[src/rtl/alu_addsub_wb_queue.sv]
`default_nettype none
// +--------------------------------------------------------------------------+
// | Module   : alu_addsub_wb_queue                                           |
// | Captures add/sub results one cycle after issue, queues them with their   |
// | destination tag and drains them to the writeback port.                   |
// | Revision : 1.0                                                           |
// +--------------------------------------------------------------------------+
module alu_addsub_wb_queue #(
   parameter int DEPTH = 4,
   parameter int TAG_W = 5
) (
   input  logic             soc_clk,
   input  logic             reset,
   input  logic             dat_ready,
   input  logic [4:0]       Instruction_to_ALU,
   input  logic [TAG_W-1:0] rd_tag,
   input  logic [31:0]      AddSub_out,
   input  logic             AddSub_overflow,
   input  logic             AddSub_zero,
   output logic             issue_ready,
   output logic             wb_valid,
   input  logic             wb_ready,
   output logic [31:0]      wb_data,
   output logic [TAG_W-1:0] wb_tag,
   output logic             wb_overflow,
   output logic             wb_zero,
   output logic             wb_sub,
   output logic             drop_err
);

   localparam int                  c_PTR_W   = $clog2(DEPTH);
   localparam int                  c_CNT_W   = c_PTR_W + 1;
   localparam int                  c_ENT_W   = TAG_W + 35;
   localparam logic [c_CNT_W-1:0]  c_FULL    = c_CNT_W'(DEPTH);
   localparam logic [c_CNT_W-1:0]  c_CNT_ONE = c_CNT_W'(1);
   localparam logic [c_PTR_W-1:0]  c_PTR_ONE = c_PTR_W'(1);
   localparam logic [4:0]          c_OP_ADD  = 5'd6;
   localparam logic [4:0]          c_OP_SUB  = 5'd7;

   logic                r_pend_valid;
   logic [TAG_W-1:0]    r_pend_tag;
   logic                r_pend_sub;
   logic [c_PTR_W-1:0]  r_wr_ptr;
   logic [c_PTR_W-1:0]  r_rd_ptr;
   logic [c_CNT_W-1:0]  r_count;
   logic                r_drop_err;
   logic [c_ENT_W-1:0]  r_mem [DEPTH];

   logic                w_issue;
   logic                w_head_valid;
   logic                w_pop;
   logic                w_full;
   logic                w_wr_en;
   logic [c_CNT_W:0]    w_occupancy;
   logic [c_ENT_W-1:0]  w_head;

   assign w_issue      = dat_ready &&
                         ((Instruction_to_ALU == c_OP_ADD) || (Instruction_to_ALU == c_OP_SUB));
   assign w_head_valid = (r_count != '0);
   assign w_pop        = w_head_valid && wb_ready;
   assign w_full       = (r_count == c_FULL);
   // A full FIFO still accepts the capture when the head leaves on the same edge.
   assign w_wr_en      = r_pend_valid && (!w_full || w_pop);

   // The in-flight result counts as occupied so it always has a slot to land in.
   assign w_occupancy  = {1'b0, r_count} + {{c_CNT_W{1'b0}}, r_pend_valid};
   assign issue_ready  = (w_occupancy < {1'b0, c_FULL});

   always_ff @(posedge soc_clk or negedge reset) begin
      if (!reset) begin
         r_pend_valid <= 1'b0;
         r_pend_tag   <= '0;
         r_pend_sub   <= 1'b0;
      end else begin
         r_pend_valid <= w_issue;
         if (w_issue) begin
            r_pend_tag <= rd_tag;
            r_pend_sub <= (Instruction_to_ALU == c_OP_SUB);
         end
      end
   end

   always_ff @(posedge soc_clk or negedge reset) begin
      if (!reset) begin
         r_wr_ptr   <= '0;
         r_rd_ptr   <= '0;
         r_count    <= '0;
         r_drop_err <= 1'b0;
      end else begin
         if (w_wr_en) begin
            r_wr_ptr <= r_wr_ptr + c_PTR_ONE;
         end
         if (w_pop) begin
            r_rd_ptr <= r_rd_ptr + c_PTR_ONE;
         end
         if (w_wr_en && !w_pop) begin
            r_count <= r_count + c_CNT_ONE;
         end else if (w_pop && !w_wr_en) begin
            r_count <= r_count - c_CNT_ONE;
         end
         if (r_pend_valid && w_full && !w_pop) begin
            r_drop_err <= 1'b1;
         end
      end
   end

   always_ff @(posedge soc_clk) begin
      if (w_wr_en) begin
         r_mem[r_wr_ptr] <= {AddSub_out, AddSub_overflow, AddSub_zero, r_pend_tag, r_pend_sub};
      end
   end

   // Storage is never cleared, so the head is masked while the FIFO is empty.
   assign w_head      = w_head_valid ? r_mem[r_rd_ptr] : '0;

   assign wb_valid    = w_head_valid;
   assign wb_data     = w_head[c_ENT_W-1:TAG_W+3];
   assign wb_overflow = w_head[TAG_W+2];
   assign wb_zero     = w_head[TAG_W+1];
   assign wb_tag      = w_head[TAG_W:1];
   assign wb_sub      = w_head[0];
   assign drop_err    = r_drop_err;

endmodule
`default_nettype wire
[config.mk]
export PLATFORM = sky130hd
export DESIGN_NAME = alu_addsub_wb_queue
export DESIGN_NICKNAME = d
export VERILOG_FILES = /design/src/rtl/alu_addsub_wb_queue.sv
export SDC_FILE = /design/constraint.sdc
export NUM_CORES = 1
export LEC_CHECK = 0
export BUFFER_PORTS_ARGS = -buffer_cell sky130_fd_sc_hd__buf_2
export CORE_MARGIN = 2
export CORE_UTILIZATION = 45
export DETAILED_ROUTE_END_ITERATION = 8
export GPL_ROUTABILITY_DRIVEN = 0
export PLACE_DENSITY = 0.62
export SETUP_SLACK_MARGIN = 0.1
export SYNTH_ARGS = -nofsm -noshare
export SYNTH_HDL_FRONTEND = slang
export SYNTH_SLANG_ARGS = --single-unit
[constraint.sdc]
create_clock -name soc_clk -period 3.26 [get_ports soc_clk]
set_clock_uncertainty 0.2 [all_clocks]
set_input_delay 0.326 -clock soc_clk [delete_from_list [all_inputs] [get_ports soc_clk]]
set_output_delay 0.326 -clock soc_clk [all_outputs]
set_load 0.02 [all_outputs]
==> reports/qor.yml <==
cts:
  cts_sinks: 175
  cts_buffer_depth: 2
  post-cts-setup-buffers: 0
  path_clk_slew_ns: 0.06
  htreeDepth: 4
  numCtsBuffers: 17
  cts_tree: "done"
  clock_latency_ns: 0.42
  clock-root-buffer: "clkbuf_16"
synthesis:
  yosysMostFrequentCell: "edfxtp_1"
  yosys-top-cells-count: "160 x edfxtp_1, 44 x and2_1, 38 x mux4_2"
  synthXorXnorAreaFrac: 0.00771
  synth_top_family_by_area: "multiplexers"
  ys_async_sr_fraction: 0.0857
  synth_area_leaders: "edfxtp_1 71%, mux4_2 13%, dfrtp_1 5.5%, and2_1 4.0%, buf_12 1.2%"
  netlist_area_um2: 6810
  ys_types: 25
  ys_seq_area_frac: 0.760
  yosysWarnings: 0
  synth-simple-area-share: 0.0483
  syn_avg_cell_area_um2: 22.0
  syn_nets: 363
  synth-main-ff-cell: "edfxtp_1"
  synth_top_area_cell: "edfxtp_1"
  ys_ff_latch: 175
  syn_inst: 309
  synth_compound_area_frac: 0.00202
  yosys.area.top_type_share: 0.705
  synth_fa_ha_area_frac: 0.0121
  synth.area.mux_share: 0.147
  synth-edff-count: 160
detailed_routing:
  drcViolationCount: 0
  vias: 3310
  drtIter0Drc: 244
  via_per_inst: 5.08
  ant_nets: 0
  firstDrtPassIters: 4
  routedWlPerCell_um: 18.7
  wl_mm: 12.2
global_routing:
  grt-ovfl-total: 0
  grt_pass1_wl_mm: 18.7
  antenna_found_initial: 0
  grt_pass1_vias: 3419
  grt_max_degree: 43
  grtUsageTotal: 0.160
status:
  status: "complete, no violations"
pwr:
  power.density_nw_per_um2: 798
  fin_total_pwr_w: 0.00675
  p_leak_nw: 3.03
  vdd_ir_drop_max_mv: 0.413
worst_setup_path:
  crit_slowest_cell: "dfrtp_4"
  crit_arrival_ns: 2.26
  endpoint_kind: "output pin"
  start_kind: "register"
  cp_cell_sequence: "buf_12, mux4_2, and2_1, buf_2"
  required_ns: 2.73
  cpPeakStageDelay_ns: 0.60
  critPathKind: "reg -> out"
  cp_max_fo: 29
  rr_worst_depth: 4
worst_hold_path:
  whs_path_depth: 3
  hold_path.class: "in -> reg"
timing:
  worst_slew_pin_slew_ns: 0.553
  setup_viol: 0
  finalCriticalPeriod_ns: 2.79
  max_freq_mhz: 359
  period_share: 0.855
  finalHoldViolations: 0
  drv_slew: 0
  setup_tns_ns: 0
  maxSlewHeadroom: 0.632
  hold_slack_ns: 0.0179
  rsz0062_at_grt: "no"
placement:
  portBuffers: 90
  dp_hpwl_mm: 7.32
  placed_area_um2: 7470
cells_and_area:
  syn2layout_area_growth_pct: 24.1
  nets: 508
  num_antenna_cells: 0
  drive_above_1_share: 0.385
  fin_area_um2: 8450
floorplan:
  start_util: 0.465
  die_w_um: 127
  core_area_um2: 14600
  fp.dieH_um: 127
  rows: 44
  dieArea_um2: 16100
  io_pins: 91
job:
  maxCapViolCount: 0
report_power, final:
| part | leakage, nW | internal, W | switching (W) | total (W) |
|---|---|---|---|---|
| combinational | 1.13 | 0.000988 | 0.00109 | 0.00208 |
| sequential | 1.62 | 0.00257 | 0.000161 | 0.00273 |
| clock | 0.284 | 0.00114 | 0.000789 | 0.00193 |
kinds of logic (layout without fill, tap and decap cells):
| logic type | after synthesis | in the layout |
|---|---|---|
| xor+xnor | 6 | 6 |
| compound gates | 2 | 2 |
| fa+ha+maj | 6 | 6 |
| buf+inv | 20 | 178 |
| mux | 48 | 48 |
| simple gates | 52 | 52 |
| flops | 175 | 175 |
cells in the final DEF (no fill, tap or decap), types with 3 or more instances in the layout:
cell type	netlist	routed
and2_1	44	40
and2_2	0	4
buf_2	6	90
buf_4	0	9
clkbuf_1	5	5
clkbuf_16	0	19
dfrtp_1	15	13
dlygate4sd3_1	0	41
edfxtp_1	160	160
ha_1	5	5
inv_1	4	4
inv_4	0	3
mux2_2	7	7
mux4_2	38	38
xnor2_1	4	4
path summary, 6_finish.rpt:
check,slack [ns],to,start
min in group asynchronous,0.13,r_rd_ptr[0],reset
hold / removal,0.02,r_rd_ptr[1],wb_ready
setup / recovery,0.47,wb_data[26],r_rd_ptr[0]
max in group asynchronous,2.45,r_rd_ptr[0],reset
setup reg to reg,0.82,r_mem[2][7],r_count[2]
hold reg to reg,0.27,drop_err,drop_err
per-stage QoR:
step | setup slack, ns | cells | utilization
3_5_place_dp | 0.814 | 578 | 0.510
3_3_place_gp | 0.878 | 578 | 0.510
6_report | 0.474 | 651 | 0.577
2_1_floorplan | 0.863 | 309 | -
4_1_cts | 0.401 | 651 | 0.577
5_1_grt | 0.321 | 651 | 0.577
per-layer routing:
metal | track usage | share of wire
met1 | 0.206 | 0.44
met2 | 0.258 | 0.49
met3 | 0.0507 | 0.052
met4 | 0.0601 | 0.012
met5 | 0 | 0
registers in the layout, summed over array words and instances (netlist names):
register / count
r_pend_tag: 5
r_mem: 160
r_pend_sub: 1
r_pend_valid: 1
drop_err: 1
r_count: 3
r_rd_ptr: 2
r_wr_ptr: 2
what timing repair did:
item / in CTS / in global routing
resized for setup: 0 / 0
hold endpoints to repair: 157 / 0
hold buffers: 41 / 0
cell type report:
class | instances | area [um2]
timing repair buffer | 142 | 968
tap | 184 | 230
sequential | 175 | 5180
clock buffer | 24 | 494
multi-input combinational | 114 | 1480
inverter | 4 | 15.0
fill | 1110 | 6190
clock inverter | 8 | 76.3
critical path, delay by kind of cell (launching register included):
family,cells,cell delay [ns]
multiplexers,1,0.56
buffers and inverters,2,0.45
AND/OR/NAND/NOR,1,0.19
flip-flops,1,0.60
(Power assumes the default switching activity.)
